<file path="config.mk">
export PLATFORM = sky130hd
export DESIGN_NAME = line_engine
export DESIGN_NICKNAME = d
export VERILOG_FILES = /design/src/rtl/line_engine_pkg.sv /design/src/rtl/line_param_regs.sv /design/src/rtl/line_engine.sv
export SDC_FILE = /design/constraint.sdc
export NUM_CORES = 1
export LEC_CHECK = 0
export BUFFER_PORTS_ARGS = -buffer_cell sky130_fd_sc_hd__buf_2
export CAP_MARGIN = 20
export CELL_PAD_IN_SITES_DETAIL_PLACEMENT = 2
export CELL_PAD_IN_SITES_GLOBAL_PLACEMENT = 2
export CORE_UTILIZATION = 41
export CTS_CLUSTER_SIZE = 10
export DETAILED_ROUTE_END_ITERATION = 8
export GPL_TIMING_DRIVEN = 0
export PLACE_DENSITY_LB_ADDON = 0.1
export SYNTH_ARGS = -nofsm -noshare
export SYNTH_HDL_FRONTEND = slang
export SYNTH_SLANG_ARGS = --single-unit
</file>
<file path="constraint.sdc">
create_clock -name clk -period 14.95 [get_ports clk]
set_input_delay 1.495 -clock clk [delete_from_list [all_inputs] [get_ports clk]]
set_output_delay 1.495 -clock clk [all_outputs]
set_load 0.03 [all_outputs]
</file>
<file path="src/rtl/line_engine_pkg.sv">
// Shared definitions for the line-draw engine.
//   - FSM state encoding
//   - frame-buffer address packing widths and color width
//   - abs_diff: magnitude of an 11-bit signed coordinate difference
package line_engine_pkg;

  localparam int X_BITS     = 10;
  localparam int Y_BITS     = 10;
  localparam int COLOR_BITS = 24;
  localparam int DIFF_BITS  = X_BITS + 1;
  localparam int ERR_BITS   = 12;

  typedef enum logic [1:0] {
    ST_IDLE       = 2'd0,
    ST_SWAP_STEEP = 2'd1,
    ST_SWAP_ORDER = 2'd2,
    ST_DRAW       = 2'd3
  } line_state_t;

  // |a - b| using a signed 11-bit difference; the result always fits 10 bits.
  function automatic logic [X_BITS-1:0] abs_diff(input logic [X_BITS-1:0] a,
                                                 input logic [X_BITS-1:0] b);
    logic signed [DIFF_BITS-1:0] d;
    d = $signed({1'b0, a}) - $signed({1'b0, b});
    if (d[DIFF_BITS-1]) begin
      abs_diff = X_BITS'(-d);
    end else begin
      abs_diff = X_BITS'(d);
    end
  endfunction

endpackage

</file>
<file path="src/rtl/line_param_regs.sv">
// Strobe-loaded line parameter registers (x0, y0, x1, y1, color).
// Ports:
//   clk, rst          clock, asynchronous active-high reset
//   load_en           high while the engine is idle; gates every strobe
//   point             coordinate value for the x0/y0/x1/y1 strobes
//   color             pixel color, low 24 bits stored
//   *_valid           per-register load strobes; simultaneous strobes all load
//   x0_r..color_r     latched parameters
module line_param_regs
  import line_engine_pkg::*;
(
  input  logic                  clk,
  input  logic                  rst,
  input  logic                  load_en,
  input  logic [X_BITS-1:0]     point,
  input  logic [31:0]           color,
  input  logic                  color_valid,
  input  logic                  x0_valid,
  input  logic                  y0_valid,
  input  logic                  x1_valid,
  input  logic                  y1_valid,
  output logic [X_BITS-1:0]     x0_r,
  output logic [Y_BITS-1:0]     y0_r,
  output logic [X_BITS-1:0]     x1_r,
  output logic [Y_BITS-1:0]     y1_r,
  output logic [COLOR_BITS-1:0] color_r
);

  // The top color byte is not part of the pixel format.
  logic unused_color_s;
  assign unused_color_s = &{1'b0, color[31:COLOR_BITS]};

  // Parameter register file; loads are ignored while a line is in progress.
  always_ff @(posedge clk or posedge rst) begin
    if (rst) begin
      x0_r    <= '0;
      y0_r    <= '0;
      x1_r    <= '0;
      y1_r    <= '0;
      color_r <= '0;
    end else if (load_en) begin
      if (x0_valid)    x0_r    <= point;
      if (y0_valid)    y0_r    <= point;
      if (x1_valid)    x1_r    <= point;
      if (y1_valid)    y1_r    <= point;
      if (color_valid) color_r <= color[COLOR_BITS-1:0];
    end
  end

endmodule

</file>
<file path="src/rtl/line_engine.sv">
// Bresenham line rasterizer with a frame-buffer word-write port.
// Ports:
//   clk, rst            clock, asynchronous active-high reset
//   line_color/_valid   color load
//   line_point          coordinate for the x0/y0/x1/y1 strobes
//   line_*_valid        coordinate load strobes (honoured only when idle)
//   line_trigger        start drawing the latched line
//   line_ready          engine idle
//   fb_addr/fb_din/fb_we  pixel write, held while fb_ready is low
//   fb_ready            arbiter accepts the pending write
module line_engine
  import line_engine_pkg::*;
#(
  parameter logic [31:0] FB_BASE = 32'h1000_0000
) (
  input  logic        clk,
  input  logic        rst,
  input  logic [31:0] line_color,
  input  logic [9:0]  line_point,
  input  logic        line_color_valid,
  input  logic        line_x0_valid,
  input  logic        line_y0_valid,
  input  logic        line_x1_valid,
  input  logic        line_y1_valid,
  input  logic        line_trigger,
  output logic        line_ready,
  output logic [31:0] fb_addr,
  output logic [31:0] fb_din,
  output logic [3:0]  fb_we,
  input  logic        fb_ready
);

  line_state_t state_r;

  logic [X_BITS-1:0]     p_x0_s, p_x1_s;
  logic [Y_BITS-1:0]     p_y0_s, p_y1_s;
  logic [COLOR_BITS-1:0] p_color_s;

  // Working endpoints after the steep swap (x/y may be exchanged).
  logic [9:0] ax0_r, ay0_r, ax1_r, ay1_r;
  logic       steep_r;

  // Bresenham state.
  logic [9:0]                 x_r, y_r, x_end_r, dx_r, dy_r;
  logic signed [ERR_BITS-1:0] err_r;
  logic                       ystep_up_r;

  logic       steep_s;
  logic [9:0] ox0_s, oy0_s, ox1_s, oy1_s, odx_s, ody_s;
  logic       oup_s;

  logic signed [ERR_BITS-1:0] e_s, nerr_s;
  logic [9:0]                 nx_s, ny_s;

  line_param_regs u_params (
    .clk         (clk),
    .rst         (rst),
    .load_en     (state_r == ST_IDLE),
    .point       (line_point),
    .color       (line_color),
    .color_valid (line_color_valid),
    .x0_valid    (line_x0_valid),
    .y0_valid    (line_y0_valid),
    .x1_valid    (line_x1_valid),
    .y1_valid    (line_y1_valid),
    .x0_r        (p_x0_s),
    .y0_r        (p_y0_s),
    .x1_r        (p_x1_s),
    .y1_r        (p_y1_s),
    .color_r     (p_color_s)
  );

  // Byte address of a working point; steep lines plot the swapped pair.
  function automatic logic [31:0] pixel_addr(input logic       steep,
                                             input logic [9:0] px,
                                             input logic [9:0] py);
    logic [9:0] ax, ay;
    if (steep) begin
      ax = py;
      ay = px;
    end else begin
      ax = px;
      ay = py;
    end
    pixel_addr = FB_BASE | {10'd0, ay, ax, 2'b00};
  endfunction

  // Steepness test on the latched endpoints.
  always_comb begin
    steep_s = abs_diff(p_y0_s, p_y1_s) > abs_diff(p_x0_s, p_x1_s);
  end

  // Order the working endpoints left-to-right and derive the step terms.
  always_comb begin
    if (ax0_r > ax1_r) begin
      ox0_s = ax1_r;
      oy0_s = ay1_r;
      ox1_s = ax0_r;
      oy1_s = ay0_r;
    end else begin
      ox0_s = ax0_r;
      oy0_s = ay0_r;
      ox1_s = ax1_r;
      oy1_s = ay1_r;
    end
    odx_s = ox1_s - ox0_s;
    ody_s = abs_diff(oy0_s, oy1_s);
    oup_s = (oy0_s < oy1_s);
  end

  // Next Bresenham point, applied when the current pixel retires.
  always_comb begin
    e_s  = err_r - $signed({2'b00, dy_r});
    nx_s = x_r + 10'd1;
    if (e_s[ERR_BITS-1]) begin
      ny_s   = ystep_up_r ? (y_r + 10'd1) : (y_r - 10'd1);
      nerr_s = e_s + $signed({2'b00, dx_r});
    end else begin
      ny_s   = y_r;
      nerr_s = e_s;
    end
  end

  // Control FSM with registered write-port outputs.
  always_ff @(posedge clk or posedge rst) begin
    if (rst) begin
      state_r    <= ST_IDLE;
      line_ready <= 1'b1;
      fb_we      <= 4'h0;
      fb_addr    <= 32'h0;
      fb_din     <= 32'h0;
      ax0_r      <= 10'd0;
      ay0_r      <= 10'd0;
      ax1_r      <= 10'd0;
      ay1_r      <= 10'd0;
      steep_r    <= 1'b0;
      x_r        <= 10'd0;
      y_r        <= 10'd0;
      x_end_r    <= 10'd0;
      dx_r       <= 10'd0;
      dy_r       <= 10'd0;
      err_r      <= 12'sd0;
      ystep_up_r <= 1'b0;
    end else begin
      case (state_r)
        ST_IDLE: begin
          if (line_trigger) begin
            state_r    <= ST_SWAP_STEEP;
            line_ready <= 1'b0;
          end
        end
        ST_SWAP_STEEP: begin
          steep_r <= steep_s;
          if (steep_s) begin
            ax0_r <= p_y0_s;
            ay0_r <= p_x0_s;
            ax1_r <= p_y1_s;
            ay1_r <= p_x1_s;
          end else begin
            ax0_r <= p_x0_s;
            ay0_r <= p_y0_s;
            ax1_r <= p_x1_s;
            ay1_r <= p_y1_s;
          end
          state_r <= ST_SWAP_ORDER;
        end
        ST_SWAP_ORDER: begin
          x_r        <= ox0_s;
          y_r        <= oy0_s;
          x_end_r    <= ox1_s;
          dx_r       <= odx_s;
          dy_r       <= ody_s;
          err_r      <= $signed({2'b00, 1'b0, odx_s[9:1]});
          ystep_up_r <= oup_s;
          state_r    <= ST_DRAW;
        end
        ST_DRAW: begin
          if (fb_we == 4'h0) begin
            // First cycle in DRAW: present the starting pixel.
            fb_we   <= 4'hF;
            fb_addr <= pixel_addr(steep_r, x_r, y_r);
            fb_din  <= {8'h00, p_color_s};
          end else if (fb_ready) begin
            if (x_r == x_end_r) begin
              fb_we      <= 4'h0;
              line_ready <= 1'b1;
              state_r    <= ST_IDLE;
            end else begin
              x_r     <= nx_s;
              y_r     <= ny_s;
              err_r   <= nerr_s;
              fb_addr <= pixel_addr(steep_r, nx_s, ny_s);
            end
          end
        end
        default: begin
          state_r    <= ST_IDLE;
          line_ready <= 1'b1;
          fb_we      <= 4'h0;
        end
      endcase
    end
  end

endmodule

</file>
== Yosys cells after proc, flatten, opt, wreduce, memory -nomap -nowiden ==
Cells that the tools add are included.
Cells by class
  reduce and logical (&&, ||, !) cells: 17
  muxes and demuxes: 46
  add/sub/neg operators: 12
  order comparisons: 3
  equal/unequal tests: 10
Operators with widths (count)
  two-way mux 10 bit: 23
  two-way mux 32 bit: 3
  two-way mux 12 bit: 4
  one-hot mux 10 bit (2 select lines): 2
  subtractor 10 x 10 -> 11 bit: 3
  negation 10 bit: 3
  one-hot mux 12 bit (2 select lines): 1
  adder 10 x 1 -> 10 bit (second input constant): 2
  greater-than comparator 10 bit: 2
  adder 12 x 11 -> 12 bit: 1
  two-way mux 4 bit: 3
  inequality test 2 bit (second input constant): 6
  AND reduction 2 bit: 6
  subtractor 12 x 11 -> 12 bit: 1
  == test 10 bit: 1
  < comparator 10 bit: 1
  subtractor 10 x 1 -> 10 bit (second input constant): 1
  subtractor 10 bit: 1
  two-way mux 2 bit: 4
  one-hot mux 2 bit (4 select lines): 1
  AND reduction 4 bit: 2
  nonzero test 2 bit: 4
  AND reduction 3 bit: 2
  AND reduction 5 bit: 1
  other kinds (6): 10
Storage, ports and cells
  flip-flop bits (word level): 231
  output and inout bits: 69
  logic and storage cells: 110

== Depth between registers and ports, before layout ==
Gate-level depths: netlist of the first run.
  depth after elaboration: 7
  mapped depth: 25
  gate-level depth less buffers: 24

== By module ==
A second synthesis of the first run with hierarchy kept.
Unflattened totals
  cells, all modules: 1534
  area, all modules: 14503.9 um2
By module, submodules not included
  line_engine: seq. area each 3829.9 um2, area an instance 12006.5 um2, cells each 1397, times used 1
  line_param_regs: seq. area each 1601.5 um2, area an instance 2497.4 um2, cells each 137, times used 1

== Worst setup path before layout of the first run ==
No wires, ideal clock.
  kind: register to register
  start point: register u_params.x0_r[0]
  end point: register ax0_r[0]
  required time: 14.813 ns
  arrival time: 4.455 ns
  cell stages (with the launch flop): 24
  buffers on the path: 1
  slack: 10.358 ns
  path through: dfrtp_1 -> inv_1 -> ha_1 -> inv_1 -> fa_1 -> a21oi_1 -> nor2_1 -> nor2_1 -> o21bai_1 -> a21oi_1 -> o21bai_1 -> a21oi_1 -> o21bai_1 -> a21oi_1 -> o21ai_0 -> xor2_1 -> ha_1 -> nand4_1 -> nor3_1 -> a2111oi_0 -> a31oi_1 -> clkbuf_1 -> mux2i_1 -> a21oi_1
On the way
  longest elaborated chain between the ends: 5
RTL lines
  from (decl): line line_param_regs.sv:22  | output logic [X_BITS-1:0] x0_r,
  from (signal assigned): line line_param_regs.sv:42  | if (x0_valid) x0_r <= point;
  subtractor 10 x 10 -> 11 bit: line line_engine_pkg.sv:24  | d = $signed({1'b0, a}) - $signed({1'b0, b});
  negation 10 bit: line line_engine_pkg.sv:26  | abs_diff = X_BITS'(-d);
  two-way mux 10 bit: line line_engine_pkg.sv:25  | if (d[DIFF_BITS-1]) begin
  greater-than comparator 10 bit: line line_engine.sv:90  | steep_s = abs_diff(p_y0_s, p_y1_s) > abs_diff(p_x0_s, p_x1_s);
  two-way mux 10 bit *: line line_engine.sv:154  | if (steep_s) begin
  to (signal assigned): line line_engine.sv:155  | ax0_r <= p_y0_s;
  to (signal assigned): line line_engine.sv:160  | ax0_r <= p_x0_s;
  to (decl): line line_engine.sv:40  | logic [9:0] ax0_r, ay0_r, ax1_r, ay1_r;
Mark *: on every way between the ends. The rest lies on a longest branch, timed or not.
A chain may end at the register's enable or synchronous reset.

== Worst setup path in the final report of the first run ==
  start point: register u_params.y0_r[0]
  end point: register ay0_r[7]
On the way
  longest elaborated chain between the ends: 5
RTL lines
  from (decl): line line_param_regs.sv:23  | output logic [Y_BITS-1:0] y0_r,
  from (signal assigned): line line_param_regs.sv:43  | if (y0_valid) y0_r <= point;
  subtractor 10 x 10 -> 11 bit *: line line_engine_pkg.sv:24
  negation 10 bit: line line_engine_pkg.sv:26
  two-way mux 10 bit *: line line_engine_pkg.sv:25
  greater-than comparator 10 bit *: line line_engine.sv:90
  two-way mux 10 bit *: line line_engine.sv:154
  to (signal assigned): line line_engine.sv:156  | ay0_r <= p_x0_s;
  to (signal assigned): line line_engine.sv:161  | ay0_r <= p_y0_s;
  to (decl): line line_engine.sv:40
Marks and branches as above.

==> flow_summary.yaml, run 1 <==
clock_network:
  htree_levels: 1
  post-cts-setup-buffers: 0
  hold_buffers: 0
  cts_tree: "built"
  clkTransAtPathRegs_ps: 60
  clock-root-buffer: "clkbuf_16"
  clockBufferDepth: 3
  cts_resized: 0
  cts_buffers: 27
  clk_latency_ps: 580
  cts.sinks: 217
synth:
  synth_edf_count: 0
  yosys_warnings: 0
  synth_flop_cell: "dfrtp_1"
  synth-seq-cells: 217
  syn_inst: 1578
  async_flop_share_pct: 100
  synth_area_um2: 14400
  avgSynthCellArea_um2: 9.15
  synth-seq-area-share_pct: 37.6
  synth_cell_type_count: 71
route:
  drtIter0Drc: 532
  vias_per_cell: 5.84
  totalWireLength_mm: 56.0
  vias: 12800
  ant_nets: 0
  drc_errors: 0
  first_pass_iters: 4
  wl_per_cell_um: 25.5
worst_setup_path:
  crit_end: "ay0_r[7]"
  critPathRequiredTime_ps: 15370
  crit_path_start_kind: "flop"
  worstSetupPathType: "reg -> reg"
  cp.arrival_ps: 6930
  r2r_end: "ay0_r[7]"
  reg2reg_setup_slack_ps: 8440
  startpoint: "u_params.y0_r[0]"
  cp_max_fo: 10
  r2r_start: "u_params.y0_r[0]"
  end_kind: "flop"
  reg2regPathDepth: 22
grt:
  grt_pass1_vias: 14500
  busiest_layer: "met2"
  track_usage_pct: 31.4
  grt_pass1_wl_mm: 86.2
  grtUsageMet1_pct: 37.9
  use_met2_pct: 57.1
  use_met3_pct: 4.41
  grt_max_degree: 128
  antenna_found_initial: 2
  grt.overflow.total: 0
sta:
  period_needed_ps: 6510
  hold_viol_final: 0
  skew_ps: 30.2
  slew_headroom_pct: 27.5
  rsz0062_at_grt: "no"
  tightest_slew_ps: 1090
  setup_tns_ps: 0
  fin_crit_sh_pct: 43.6
  clock.fmax_ghz: 0.153
  slew_violations: 0
  final-setup-viol-count: 0
layout:
  fin_nets: 1853
  multi_input_area_um2: 8240
  fillers: 3716
  final_area_um2: 16400
  area_growth_pct: 13.8
  layout-drive-gt1-share_pct: 16.6
  register_area_um2: 5430
floorplan:
  start_util_pct: 41.7
  io_pins: 120
  die_w_um: 190
  rows: 68
  core_area_um2: 34600
  die_area_um2: 36000
  dieHeight_um: 190
placed_design:
  dpl_cell_area_um2: 15600
  globalplace.congestion: 0.849
  dp_hpwl_mm: 40.2
  io_buffer_count: 92
min_path:
  hold_class: "reg -> reg"
flow_run:
  max_cap_violations: 0
outcome:
  status: "finished clean"
[worst max-delay path: stages, from the launching register on]
cell       delay (ps)
dfrtp_1           440
inv_1              90
ha_1              140
inv_1              60
fa_1              400
a21o_1            190
a21oi_1           250
o21bai_1           90
a21oi_1           270
o21bai_1          150
a21oi_1           280
o21bai_1          130
a21oi_1           610
o21ai_0           310
xnor2_1           230
ha_1              390
nand4_1           180
nor3_1            230
a2111oi_0         110
a31oi_1           590
clkbuf_1          670
mux2i_1           440
a21oi_1           110
[per-stage QoR]
step / setup slack, ps / cells / hold slack, ps / util (%)
after global routing: 7990 / 2192 / 490 / 47.5
after global placement: 4670 / 2143 / 450 / 44.9
final: 8440 / 2192 / 478 / 47.5
after floorplan: 7520 / 1596 / 454 / -
after CTS: 8450 / 2191 / 482 / 47.5
after detailed placement: 8720 / 2145 / 465 / 45.0
[registers in the layout, indices dropped and copies added (netlist names), 2 cells and up]
signal and cells:
fb_din 24, u_params.color_r 24, fb_addr 21, err_r 12, ax0_r 10, ax1_r 10, ay0_r 10, ay1_r 10
dx_r 10, dy_r 10, u_params.x0_r 10, u_params.x1_r 10, u_params.y0_r 10, u_params.y1_r 10, x_end_r 10, x_r 10
y_r 10, state_r 2
[Yosys cell counts, types with 6 or more instances]
library cell / count / share of area [%]
buf_1: 8 / 0.21
o211ai_1: 7 / 0.36
and2_1: 6 / 0.26
mux2i_1: 69 / 4.8
nand2_1: 119 / 3.1
nor3_1: 22 / 0.76
a21oi_1: 154 / 5.3
o31ai_1: 10 / 0.52
clkbuf_1: 68 / 1.8
xor2_1: 31 / 1.9
o21ai_0: 77 / 2.7
mux2_2: 108 / 8.4
o21a_1: 8 / 0.42
nand4_1: 11 / 0.48
a21o_1: 18 / 0.94
and3_1: 11 / 0.48
a211oi_1: 16 / 0.83
a31oi_1: 22 / 0.95
inv_1: 97 / 2.5
o21bai_1: 17 / 0.88
nor2_1: 144 / 3.7
buf_4: 22 / 1.1
xnor2_1: 56 / 3.4
dfrtp_1: 216 / 37
nand3_1: 34 / 1.2
or3_1: 8 / 0.35
nand2b_1: 15 / 0.65
nor2b_1: 23 / 1.0
o22ai_1: 9 / 0.39
ha_1: 78 / 6.8
[metal layers]
layer  vias to the layer above  part of all wire, %
li1                       5795                    -
met1                      6606                   41
met2                       289                   51
met3                       111                  4.5
met4                         2                  3.0
met5                         -                0.023
[final cells by class]
class                   instances  area share [%]
diodes                          1          0.0152
plain buffers                 103            2.93
clock buffers                  41            4.61
clock inverters                 5           0.548
inverters                      97            2.26
multi-input cells            1179            50.1
flip-flops and latches        217            33.0
well taps                     455            3.46
repair buffers                 94            3.04
[cells in the final DEF, fill, tap and decap left out, drive strengths merged, types with 34 or more instances in the layout]
cell / Yosys / final
nor2: 145 / 145
mux2i: 69 / 69
nand3: 34 / 34
xnor2: 56 / 56
ha: 78 / 78
inv: 97 / 98
a21oi: 154 / 154
nand2: 120 / 120
clkbuf: 68 / 109
dfrtp: 216 / 216
o21ai: 82 / 82
mux2: 108 / 108
buf: 35 / 129
[logic make-up (layout without fill, tap and decap cells)]
logic type / count (synthesis) / after routing / share of synthesized area [%]
AND/OR/NAND/NOR: 410 / 410 / 12.8
XOR/XNOR: 87 / 87 / 5.28
multiplexers: 180 / 180 / 13.7
buffers and inverters: 200 / 340 / 5.86
AO/OA/AOI/OAI: 399 / 399 / 17.2
other: 1 / 20 / 0.0260
flip-flops: 217 / 217 / 37.6
adder cells (fa/ha/maj): 84 / 84 / 7.52
[worst min-delay path by stage]
stage	from	to	slack [ps]	cells after the start
CTS	fb_addr[28]	fb_addr[28]	480	1
global placement	fb_addr[28]	fb_addr[28]	450	1
global route	fb_addr[28]	fb_addr[28]	490	1
floorplan	err_r[6]	err_r[6]	450	2
finish	fb_addr[28]	fb_addr[28]	480	1
detailed placement	fb_addr[28]	fb_addr[28]	470	1
Power of run 1 is left out: the tool's default activity adds up to more than one toggle a clock period on the data nets, which glitch-free logic cannot reach.
==> run 2, diff against run 1 <==
--- a/config.mk
+++ b/config.mk
@@ -9,7 +9,7 @@
 export CAP_MARGIN = 20
 export CELL_PAD_IN_SITES_DETAIL_PLACEMENT = 2
 export CELL_PAD_IN_SITES_GLOBAL_PLACEMENT = 2
-export CORE_UTILIZATION = 41
+export CORE_UTILIZATION = 38
 export CTS_CLUSTER_SIZE = 10
 export DETAILED_ROUTE_END_ITERATION = 8
 export GPL_TIMING_DRIVEN = 0
==> constraint.sdc (replaced) <==
create_clock -name clk -period 6.4 [get_ports clk]
set_input_delay 0.64 -clock clk [delete_from_list [all_inputs] [get_ports clk]]
set_output_delay 0.64 -clock clk [all_outputs]
set_load 0.03 [all_outputs]
==> run 2 against run 1 <==
Largest cell class unchanged. Critical endpoint is now ax0_r[3]. Flip-flop and latch count stayed put. Die area rose by 7.8%. Utilization fell by 3.1 points. Sequential share of layout area shrank 0.45 points. Critical path type unchanged. Highest routed layer is now met4.
==> flow_summary.yaml, run 2 (synthesis results as in run 1) <==
sta:
  slew_violations: 0
  slew_headroom_pct: 28.0
  tightest_slew_ps: 1070
  fin_crit_sh_pct: 91.4
  skew_ps: 22.5
  final-setup-viol-count: 0
  hold_ws_ps: 255
  rsz0062_at_grt: "no"
  clock.fmax_ghz: 0.171
  setup_tns_ps: 0
  hold_viol_final: 0
  period_needed_ps: 5850
worst_setup_path:
  crit_path_start_kind: "flop"
  end_kind: "flop"
  worstSetupPathType: "reg -> reg"
  cp.arrival_ps: 6270
  path_delay_family: "compound AO/OA/AOI/OAI gates"
  critPathRequiredTime_ps: 6820
  cpMostUsedCell: "a21oi_1"
  crit_chain: "inv_1 -> ha_1 -> inv_1 -> fa_1 -> a21o_1 -> a21oi_1 -> o21bai_1 -> a21oi_1 -> o21bai_1 -> a21oi_1 -> o21bai_1 -> a21oi_1 -> o21ai_0 -> xnor2_1 -> ha_1 -> nand4_1 -> nor3_1 -> a2111oi_0 -> a31oi_2 -> clkbuf_1 -> mux2i_1 -> a21oi_1"
  max_stage_delay_ps: 620
  critPathBufInv: 3
  slowest_stage: "clkbuf_1"
  cp_max_fo: 10
route:
  vias: 12500
  drc_errors: 0
  first_pass_iters: 4
  vias_per_cell: 5.53
  wl_per_cell_um: 23.0
  ant_nets: 0
  totalWireLength_mm: 51.8
  drtIter0Drc: 408
grt:
  grt_pass1_wl_mm: 81.1
  grt.overflow.total: 0
  grt_max_degree: 39
  antenna_found_initial: 0
  track_usage_pct: 27.1
  grt_pass1_vias: 14000
floorplan:
  dieHeight_um: 197
  die_w_um: 197
  die_area_um2: 38800
  io_pins: 120
  core_area_um2: 37600
  start_util_pct: 38.4
  rows: 71
layout:
  fin_nets: 1859
  reg.largest.list: "fb_din x24, u_params.color_r x24, fb_addr x21"
  area_growth_pct: 15.4
  final_cell_mix: "dfrtp_1, a21oi_1, nor2_1"
  antennaDiodeCount: 0
  final_common_cell: "dfrtp_1"
  layout-drive-gt1-share_pct: 17.3
clock_network:
  cts_buffers: 28
  clk_latency_ps: 580
  clockBufferDepth: 3
  post-cts-setup-buffers: 0
  hold_buffers: 0
  htree_levels: 1
  cts_tree: "built"
  clock-root-buffer: "clkbuf_16"
  cts_resized: 0
  cts.sinks: 217
  clkTransAtPathRegs_ps: 60
min_path:
  hold_class: "in -> async"
placed_design:
  globalplace.congestion: 0.853
  dp_hpwl_mm: 40.0
  io_buffer_count: 92
flow_run:
  max_cap_violations: 0
outcome:
  status: "finished clean"
==> run 2: changes by cell type in the layout (fill, tap and decap cells not counted), moves of 2 or more <==
| cell | previous run | this run |
|---|---|---|
| clkbuf_8 | 3 | 7 |
| clkbuf_2 | 0 | 3 |
| clkinvlp_4 | 0 | 2 |
| buf_12 | 0 | 6 |
| clkbuf_1 | 79 | 75 |
==> run 2: final timing paths <==
check | startpoint | endpoint | slack, ps | cells after the start
max in group asynchronous | rst | u_params.color_r[7] | 5010 | 5
min in group clk | line_color[2] | u_params.color_r[2] | 300 | 2
hold reg to reg | fb_addr[28] | fb_addr[28] | 470 | 1
setup / recovery | u_params.y0_r[0] | ax0_r[3] | 550 | 22
hold / removal | rst | u_params.x0_r[0] | 250 | 2
setup reg to reg | u_params.y0_r[0] | ax0_r[3] | 550 | 22
==> run 2: per-stage QoR <==
step / setup WS, ps / instances / instance area, µm² / utilization (%)
4_1_cts: 157 / 2255 / 16700 / 44.3
2_1_floorplan: 1810 / 1596 / 14500 / -
3_3_place_gp: 478 / 2199 / 15600 / 41.6
3_5_place_dp: 287 / 2206 / 15800 / 41.9
5_1_grt: 16.9 / 2255 / 16700 / 44.4
6_report: 553 / 2255 / 16700 / 44.4
==> run 2: worst reg2reg max path: stages, from the launching register on <==
cell and delay (ps):
dfrtp_1 410, inv_1 80, ha_1 150, inv_1 60, fa_1 400, a21o_1 180
a21oi_1 250, o21bai_1 100, a21oi_1 270, o21bai_1 120, a21oi_1 260, o21bai_1 140
a21oi_1 540, o21ai_0 260, xnor2_1 210, ha_1 320, nand4_1 150, nor3_1 220
a2111oi_0 110, a31oi_2 410, clkbuf_1 620, mux2i_1 340, a21oi_1 110
==> run 2: routing by layer <==
layer / share of wire [%] / global-route usage [%] / vias to the layer above
met5: 0 / 0 / -
met1: 43 / 33.8 / 6412
met3: 3.0 / 2.77 / 71
met4: 2.4 / 7.52 / 0
met2: 51 / 49.4 / 172
li1: - / - / 5804
==> run 2: cell type report <==
class,count,area [µm²]
Fill cell,4123,20900
Multi-Input combinational cell,1179,8250
Clock inverter,4,72.6
Clock buffer,45,835
Tap cell,511,639
Timing Repair Buffer,99,592
Buffer,103,485
Sequential cell,217,5430
Inverter,97,368
Power of run 2 is left out for the same reason.
==> run 3, diff against run 2 <==
--- a/config.mk
+++ b/config.mk
@@ -5,11 +5,12 @@
 export SDC_FILE = /design/constraint.sdc
 export NUM_CORES = 1
 export LEC_CHECK = 0
+export ABC_AREA = 1
 export BUFFER_PORTS_ARGS = -buffer_cell sky130_fd_sc_hd__buf_2
 export CAP_MARGIN = 20
 export CELL_PAD_IN_SITES_DETAIL_PLACEMENT = 2
 export CELL_PAD_IN_SITES_GLOBAL_PLACEMENT = 2
-export CORE_UTILIZATION = 38
+export CORE_UTILIZATION = 36
 export CTS_CLUSTER_SIZE = 10
 export DETAILED_ROUTE_END_ITERATION = 8
 export GPL_TIMING_DRIVEN = 0
==> run 3 against run 2 <==
Cell count increased by 12%. Routed wire length increased by 4.1%. Clock skew grew 6.0 ps. Hold slack lost 140 ps. Largest cell class unchanged. Area after synthesis decreased by 1.4%. Critical path depth up 1. Setup slack improved by 190 ps.
==> flow_summary.yaml, run 3 <==
layout:
  reg.largest.list: "fb_din x24, u_params.color_r x24, fb_addr x21"
  antennaDiodeCount: 0
  fin_nets: 2118
  final_core_util_pct: 42.3
  layout-drive-gt1-share_pct: 12.6
  final_cell_mix: "nand2_1, inv_1, o21ai_0"
  area_growth_pct: 15.3
  final_common_cell: "nand2_1"
  final_cells: 2516
sta:
  slew_headroom_pct: 38.6
  slew_violations: 0
  skew_ps: 28.5
  hold_viol_final: 0
  clock.fmax_ghz: 0.177
  hold_ws_ps: 111
  rsz0062_at_grt: "no"
  fin_crit_sh_pct: 88.4
  setup_tns_ps: 0
  tightest_slew_ps: 917
  period_needed_ps: 5660
  final-setup-viol-count: 0
worst_setup_path:
  critPathBufInv: 3
  crit_chain: "ha_1 -> inv_1 -> fa_1 -> a21oi_1 -> o21bai_1 -> a21oi_1 -> o21bai_1 -> a21oi_1 -> o21ai_0 -> a31oi_1 -> nand2_1 -> xor2_1 -> inv_1 -> ha_1 -> nand4_1 -> a31oi_1 -> a2111oi_0 -> o211ai_1 -> nand2_1 -> clkbuf_1 -> a21oi_1 -> o21ai_0 -> o21ai_0"
  r2r_start: "u_params.x1_r[0]"
  cpMostUsedCell: "a21oi_1"
  reg2reg_setup_slack_ps: 740
  r2r_end: "ay1_r[5]"
  reg2regPathDepth: 23
  crit_path_start_kind: "flop"
  slowest_stage: "a31oi_1"
  cp_max_fo: 10
  path_delay_family: "compound AO/OA/AOI/OAI gates"
  worstSetupPathType: "reg -> reg"
  cp.arrival_ps: 6060
  end_kind: "flop"
  critPathRequiredTime_ps: 6810
  max_stage_delay_ps: 690
clock_network:
  clkTransAtPathRegs_ps: 60
  hold_buffers: 0
  cts.sinks: 217
  clk_latency_ps: 570
  clock-root-buffer: "clkbuf_16"
  clockBufferDepth: 3
  cts_tree: "built"
  htree_levels: 1
  cts_resized: 0
  cts_buffers: 29
  post-cts-setup-buffers: 0
synth:
  ys_top_cells_by_count: "nand2_1, inv_1, o21ai_0"
  synth_area_leaders: "dfrtp_1, nand2_1, o21ai_0"
  syn_inst: 1837
  yosysMostFrequentCell: "nand2_1"
  synth-seq-area-share_pct: 38.2
  synth_top_area_share_pct: 38.0
  synth_area_um2: 14200
  synth-seq-cells: 217
  async_flop_share_pct: 100
  synth_edf_count: 0
  synth_cell_type_count: 51
  synth_flop_cell: "dfrtp_1"
  synth_largest_area_cell: "dfrtp_1"
  yosys_warnings: 0
  avgSynthCellArea_um2: 7.75
route:
  ant_nets: 0
  drtIter0Drc: 490
  first_pass_iters: 5
  wl_per_cell_um: 21.5
  drc_errors: 0
  vias: 13300
  totalWireLength_mm: 54.0
  vias_per_cell: 5.27
placed_design:
  place_inst: 2471
  dp_hpwl_mm: 43.5
  io_buffer_count: 92
  globalplace.congestion: 0.937
outcome:
  status: "finished clean"
floorplan:
  die_w_um: 201
  io_pins: 120
  rows: 72
  die_area_um2: 40300
  dieHeight_um: 201
  start_util_pct: 36.7
  core_area_um2: 38800
grt:
  grt_max_degree: 45
  grt.overflow.total: 0
  antenna_found_initial: 1
  grt_pass1_wl_mm: 86.3
  track_usage_pct: 27.3
  grt_pass1_vias: 15100
min_path:
  hold_class: "in -> async"
flow_run:
  max_cap_violations: 0
==> run 3: changes by cell type in the layout (fill, tap and decap cells not counted), sizes merged, moves of 30 or more <==
cell   before  now
inv        96  237
nand3      34   87
o21ai      82  261
mux2      108   48
nor2      145  115
a21oi     154  108
nand2     120  371
xnor2      56   16
mux2i      69    1
==> run 3: final cells by class <==
type / count / area, µm²
fill: 4557 / 22400
buffer: 96 / 479
clock buffer: 39 / 813
sequential: 217 / 5430
clock inverter: 6 / 62.6
timing repair buffer: 98 / 581
tap: 518 / 648
multi-input combinational: 1303 / 7500
inverter: 239 / 901
==> run 3: logic make-up after synthesis <==
group,after synthesis,share of synthesized area [%]
and+or+nand+nor,621,18.6
AOI/OAI and AO/OA,461,17.8
buffers and inverters,335,9.67
DFF,217,38.2
adders and majority gates,83,7.56
xor gates and xnor gates,70,4.31
muxes,49,3.87
other,1,0.0263
==> run 3: through the flow <==
| stage | cell area (µm²) | setup WS (ps) |
|---|---|---|
| global placement | 15400 | 987 |
| floorplan | 14300 | 2200 |
| finish | 16400 | 742 |
| detailed placement | 15500 | 780 |
| global route | 16400 | 280 |
| CTS | 16400 | 759 |
==> run 3: worst max-delay path by stage <==
| stage | start | to | cells after the start |
|---|---|---|---|
| floorplan | u_params.x0_r[0] | ax0_r[7] | 26 |
| global placement | u_params.x1_r[0] | ay1_r[5] | 23 |
| detailed placement | u_params.x1_r[0] | ay1_r[0] | 23 |
| CTS | u_params.x1_r[0] | ay1_r[0] | 23 |
| global route | u_params.x1_r[0] | ax1_r[1] | 23 |
| finish | u_params.x1_r[0] | ay1_r[5] | 23 |
==> run 3: routing by layer <==
layer  up-vias  global-route usage [%]  share of wire [%]  wire, µm
met3        63                    3.34                3.0      1600
li1       6342                       -                  -         -
met2       184                    49.8                 51     27300
met4         0                    6.19                2.3      1240
met5         -                       0                  0         0
met1      6670                    34.2                 44     23900
==> run 3: worst reg2reg max path, delay by kind of cell, from the launching register on <==
kind / cells / cell delay [ps]
xor+xnor: 1 / 270
compound gates: 13 / 2610
flops: 1 / 500
fa+ha+maj: 3 / 960
simple gates: 3 / 580
buf+inv: 3 / 610
Power of run 3 is left out for the same reason.
